===== src/rtl/sr_cond_pkg.sv =====
// Shared constants, the output-selection enum and the counter-width helper
// for the sr_cmd_conditioner block.
package sr_cond_pkg;

    localparam int CH_SET = 0;
    localparam int CH_CLR = 1;

    localparam int SYNC_STAGES_DEF     = 2;
    localparam int DEBOUNCE_CYCLES_DEF = 4;
    localparam int TIMEOUT_CYCLES_DEF  = 16;

    typedef enum logic [1:0] {
        OUT_IDLE,
        OUT_SET,
        OUT_CLR,
        OUT_CONFLICT
    } out_sel_e;

    function automatic int cnt_width(input int max_val);
        return $clog2(max_val + 1);
    endfunction

endpackage


===== src/rtl/sr_debounce.sv =====
// One command channel: synchronizer, debounce counter, debounced level and
// rising-edge pulse of the debounced level.
module sr_debounce
    import sr_cond_pkg::*;
#(
    parameter int SYNC_STAGES     = SYNC_STAGES_DEF,
    parameter int DEBOUNCE_CYCLES = DEBOUNCE_CYCLES_DEF
) (
    input  logic clk,
    input  logic reset,
    input  logic raw,
    output logic rise,
    output logic counting
);

    localparam int CW = cnt_width(DEBOUNCE_CYCLES);
    localparam logic [CW-1:0] CNT_LAST = CW'(DEBOUNCE_CYCLES - 1);

    logic [SYNC_STAGES-1:0] sync;
    logic [SYNC_STAGES-1:0] vld;
    logic                   synced;
    logic                   level;
    logic                   level_q;
    logic                   armed;
    logic [CW-1:0]          cnt;

    assign synced = sync[SYNC_STAGES-1];

    // vld marks when the chain holds real samples; a rise is only reported
    // once the input has been seen low after reset.
    always_ff @(posedge clk or posedge reset) begin
        if (reset) begin
            sync    <= '0;
            vld     <= '0;
            armed   <= 1'b0;
            level   <= 1'b0;
            level_q <= 1'b0;
            cnt     <= '0;
        end else begin
            sync    <= {sync[SYNC_STAGES-2:0], raw};
            vld     <= {vld[SYNC_STAGES-2:0], 1'b1};
            armed   <= armed | (vld[SYNC_STAGES-1] & ~synced);
            level_q <= level;
            if (synced == level) begin
                cnt <= '0;
            end else if (cnt == CNT_LAST) begin
                level <= synced;
                cnt   <= '0;
            end else begin
                cnt <= cnt + 1'b1;
            end
        end
    end

    assign rise     = level & ~level_q & armed;
    assign counting = (cnt != '0);

endmodule


===== src/rtl/sr_cmd_conditioner.sv =====
// Conditions raw set/clear requests into exclusive one-cycle s/r pulses.
// Optional auto-clear timeout enabled by defining SR_AUTO_CLEAR_EN.
module sr_cmd_conditioner
    import sr_cond_pkg::*;
#(
    parameter int SYNC_STAGES     = SYNC_STAGES_DEF,
    parameter int DEBOUNCE_CYCLES = DEBOUNCE_CYCLES_DEF,
    parameter int TIMEOUT_CYCLES  = TIMEOUT_CYCLES_DEF
) (
    input  logic clk,
    input  logic reset,
    input  logic set_raw,
    input  logic clr_raw,
    output logic s,
    output logic r,
    output logic conflict,
    output logic busy
);

    if (SYNC_STAGES < 2 || SYNC_STAGES > 4) begin : g_bad_sync
        $error("SYNC_STAGES must be 2..4");
    end
    if (DEBOUNCE_CYCLES < 1) begin : g_bad_deb
        $error("DEBOUNCE_CYCLES must be >= 1");
    end
    if (TIMEOUT_CYCLES < 1) begin : g_bad_tmo
        $error("TIMEOUT_CYCLES must be >= 1");
    end

    logic [1:0] edges;
    logic [1:0] counting;
    out_sel_e   sel;
    logic       r_next;

    sr_debounce #(
        .SYNC_STAGES    (SYNC_STAGES),
        .DEBOUNCE_CYCLES(DEBOUNCE_CYCLES)
    ) u_set_deb (
        .clk     (clk),
        .reset   (reset),
        .raw     (set_raw),
        .rise    (edges[CH_SET]),
        .counting(counting[CH_SET])
    );

    sr_debounce #(
        .SYNC_STAGES    (SYNC_STAGES),
        .DEBOUNCE_CYCLES(DEBOUNCE_CYCLES)
    ) u_clr_deb (
        .clk     (clk),
        .reset   (reset),
        .raw     (clr_raw),
        .rise    (edges[CH_CLR]),
        .counting(counting[CH_CLR])
    );

    always_comb begin
        sel = OUT_IDLE;
        case ({edges[CH_CLR], edges[CH_SET]})
            2'b01:   sel = OUT_SET;
            2'b10:   sel = OUT_CLR;
            2'b11:   sel = OUT_CONFLICT;
            default: sel = OUT_IDLE;
        endcase
    end

`ifdef SR_AUTO_CLEAR_EN
    localparam int TW = cnt_width(TIMEOUT_CYCLES);

    logic [TW-1:0] tmr;
    logic [TW-1:0] tmr_next;
    logic          auto_fire;

    // Auto-clear only fires on idle cycles, so a coincident clear edge yields
    // one r and a coincident set edge reloads instead.
    always_comb begin
        tmr_next  = tmr;
        auto_fire = 1'b0;
        case (sel)
            OUT_SET:      tmr_next = TW'(TIMEOUT_CYCLES);
            OUT_CLR,
            OUT_CONFLICT: tmr_next = '0;
            default: begin
                if (tmr != '0) begin
                    tmr_next  = tmr - 1'b1;
                    auto_fire = (tmr == TW'(1));
                end
            end
        endcase
        r_next = (sel == OUT_CLR) || auto_fire;
    end

    always_ff @(posedge clk or posedge reset) begin
        if (reset) begin
            tmr <= '0;
        end else begin
            tmr <= tmr_next;
        end
    end
`else
    always_comb begin
        r_next = (sel == OUT_CLR);
    end
`endif

    always_ff @(posedge clk or posedge reset) begin
        if (reset) begin
            s        <= 1'b0;
            r        <= 1'b0;
            conflict <= 1'b0;
            busy     <= 1'b0;
        end else begin
            s        <= (sel == OUT_SET);
            r        <= r_next;
            conflict <= (sel == OUT_CONFLICT);
            busy     <= |counting;
        end
    end

endmodule


===== config.mk =====
export PLATFORM = sky130hd
export DESIGN_NAME = sr_cmd_conditioner
export DESIGN_NICKNAME = d
export VERILOG_FILES = /design/src/rtl/sr_cond_pkg.sv /design/src/rtl/sr_debounce.sv /design/src/rtl/sr_cmd_conditioner.sv
export SDC_FILE = /design/constraint.sdc
export NUM_CORES = 1
export LEC_CHECK = 0
export BUFFER_PORTS_ARGS = -buffer_cell sky130_fd_sc_hd__buf_2
export CORE_MARGIN = 8
export CORE_UTILIZATION = 31
export CTS_BUF_LIST = sky130_fd_sc_hd__clkbuf_8 sky130_fd_sc_hd__clkbuf_16
export CTS_CLUSTER_SIZE = 24
export DETAILED_ROUTE_END_ITERATION = 6
export SYNTH_ARGS = -nofsm -noshare
export SYNTH_HDL_FRONTEND = slang
export SYNTH_SLANG_ARGS = --single-unit

===== constraint.sdc =====
create_clock -name clk -period 2.38 [get_ports clk]
set_clock_uncertainty 0.15 [all_clocks]
set_input_delay 0.119 -clock clk [delete_from_list [all_inputs] [get_ports clk]]
set_output_delay 0.119 -clock clk [all_outputs]
set_load 0.02 [all_outputs]

==> results by group <==
Status
  • Status: finished, final reports clean

GRT
  • Total track usage: 5.74%
  • Met3 Track Usage GR: 3.48%
  • Initial antenna violation count: 0
  • First-pass GRT wire length: 1.98 mm
  • Vias in the first global route: 474
  • Routing usage on met1: 5.82%
  • Met2 usage: 9.44%
  • Largest net degree at the start of global routing: 23
  • GRT overflow: 0
  • GR peak layer: met2

Worst setup path
  • Worst r2r src: u_clr_deb.cnt[0]
  • Capturing element type of the critical path: register
  • R2R cell count: 3
  • Reg2reg setup slack: 1020 ps
  • Setup Crit Path Kind: register to register
  • Crit-path max FO: 3
  • Critical path's largest stage delay: 390 ps
  • Reg-to-Reg End: u_clr_deb.level
  • Crit path DAT: 1360 ps
  • Critical path required time: 2380 ps
  • CP Cell Sequence: ha_1 > nor2b_4 > mux2_4
  • Slowest CP cell: dfrtp_1
  • Startpoint types: register

Clocking
  • CTS Buf Count: 3
  • H-Tree Depth: 1
  • CTS tree: done
  • Max Buffers Root-to-Sink: 2
  • CTS clk-pin slew, worst paths: 70 ps
  • Clk_lat worst skew: 260 ps
  • Total clock sinks: 22
  • CTS Root Buffer Type: clkbuf_8

Synthesis
  • Synth Area in Simple Gates: 15.3%
  • Yosys top cell by area: dfrtp_1
  • Mean Syn Cell Area: 14.9 um2
  • Multiplexer share of the synthesized area: 3.67%
  • Unique masters post-synth: 14
  • Top cell type's share of synthesized area: 67.3%
  • Synth Area in Compound Gates: 1.83%
  • Warnings from Yosys: 0
  • Synth Area in Adders: 6.12%
  • Synth area leaders: dfrtp_1, ha_1, mux2_4, nor2b_4, inv_1
  • Post-Syn Area: 818 um2
  • Yosys reg bits: 22
  • Register area share after synthesis: 67.3%
  • Syn Inst Count: 55
  • Syn_nets: 63
  • Largest family of logic cells by synthesized area: simple AND/OR/NAND/NOR gates
  • Post-synthesis xor/xnor area fraction: 2.14%

Min path
  • Hold Path Depth: 0
  • Worst Min Path Start: u_clr_deb.sync[0]
  • Hold Path Sink: u_clr_deb.sync[1]
  • Worst min path class: register to register

STA
  • Worst-Margin Slew: 787 ps
  • Slew HR: 47.5%
  • Period minus WS final: 1360 ps
  • Final Cycle Share: 57.2%
  • Pins Over Slew Limit: 0
  • Final setup viols: 0
  • RSZ-0062 raised after global routing: no
  • Final Hold Viols: 0
  • Fmax: 0.734 GHz
  • Setup_tns: 0 ps

Floorplanning
  • Core area: 2500 um2
  • Die width: 67.4 um
  • Initial Utilization: 32.7%
  • Rows: 18
  • IO Count: 8
  • Die Area: 4540 um2
  • Die extent in y: 67.4 um

Place
  • DP HPWL: 776 um
  • Placed cell areas: 891 um2
  • Final GP Congestion: 0.693
  • Port Buffer Count: 7

Cells and area
  • Multi-input logic area: 241 um2
  • Area occupied by registers: 551 um2
  • Final Util: 39.0%
  • Share of layout cells above drive strength 1: 27.5%
  • # nets final: 78
  • Final Cell Area: 976 um2
  • Diodes inserted: 0
  • Area delta synth->final: 19.3%
  • # fillers: 253

Power
  • Lkg Pwr: 0.461 nW
  • Power per Cell Area: 1080 nW/um2
  • Peak VDD IR: 0.577 mV

Detailed routing
  • Drt pass-1 iters: 1
  • Wire per inst: 10.7 um
  • Vias/cell: 4.15
  • Total Routed Length: 1.06 mm
  • Iteration-0 DRC Markers: 0
  • Via count: 411
  • DR DRC count: 0
  • Final ANT Viol Nets: 0

Flow run
  • Number of max-cap violations: 0
## worst max path at each step
stage	start	endpoint	cells past startpoint
floorplan	u_clr_deb.cnt[0]	u_clr_deb.level	3
global placement	u_clr_deb.cnt[0]	u_clr_deb.level	3
detailed placement	u_clr_deb.cnt[0]	u_clr_deb.level	3
finish	u_clr_deb.cnt[0]	u_clr_deb.level	3
global route	u_clr_deb.cnt[0]	u_clr_deb.level	3
CTS	u_clr_deb.cnt[0]	u_clr_deb.level	3
## sequential cells by signal (all words and copies together), names as in the netlist
signal	cells
u_clr_deb.cnt	3
u_set_deb.cnt	3
u_clr_deb.sync	2
u_clr_deb.vld	2
u_set_deb.sync	2
busy	1
conflict	1
r	1
s	1
u_clr_deb.armed	1
u_clr_deb.level	1
u_clr_deb.level_q	1
u_set_deb.armed	1
u_set_deb.level	1
u_set_deb.level_q	1
## kinds of logic after synthesis
| family | count (synthesis) |
|---|---|
| AO/OA/AOI/OAI | 2 |
| other | 1 |
| multiplexers | 2 |
| AND/OR/NAND/NOR | 15 |
| XOR/XNOR | 2 |
| adder cells (fa/ha/maj) | 4 |
| flip-flops | 22 |
| buffers and inverters | 7 |
## metrics by stage
stage	power, W	hold slack (ps)	cells	setup WS, ps
finish	0.00105	202	99	1020
global route	0.00113	210	99	963
CTS	0.00107	204	99	1010
detailed placement	0.000803	78.3	92	1050
global placement	0.000793	78.4	92	1070
floorplan	0.000729	-41.8	55	1090
## critical path: cells and delay by family, from the launching register on
kind          cells  cell delay [ps]
mux               1              300
fa+ha+maj         1              220
simple gates      1              190
flops             1              390
## layout make-up
cell class | count | share of cell area, %
Timing Repair Buffer | 10 | 6.67
Multi-Input combinational cell | 26 | 24.7
Sequential cell | 22 | 56.4
Tap cell | 30 | 3.85
Inverter | 7 | 2.69
Clock buffer | 4 | 5.64
## synth_stat cells (all sizes together)
library cell	n
a21o	2
mux2	2
inv	7
nand3	1
nor2	2
nor3b	2
nor2b	6
nand3b	2
conb	1
nor3	2
dfrtp	22
ha	4
xnor2	2
## cells in the final DEF (no fill, tap or decap)
cell            n
nor2b_1         4
dfrtp_1        22
mux2_4          2
a21o_1          2
ha_1            4
clkbuf_8        4
nand3_1         1
inv_1           7
nor2b_4         2
nor2_1          2
nor3_2          2
xnor2_1         2
nor3b_2         2
conb_1          1
nand3b_1        2
buf_2           7
dlygate4sd3_1   3
## routing by layer
metal / vias up / wire length [um]
met5: - / 0
met4: 0 / 0
met3: 0 / 76
met2: 8 / 508
met1: 205 / 472
li1: 198 / -
## what timing repair did
action                                 CTS  global route
setup buffers                            0             0
hold buffers                             3             0
resized for setup                        0             0
endpoints found under the hold margin   24             0
## power breakdown
group / switching, W / internal, W / total (W)
registers: 0.0000540 / 0.000467 / 0.000521
clock network: 0.000111 / 0.000147 / 0.000258
logic: 0.000138 / 0.000135 / 0.000273
total: 0.000303 / 0.000750 / 0.00105
No activity file was read; power rests on OpenSTA's default activity.
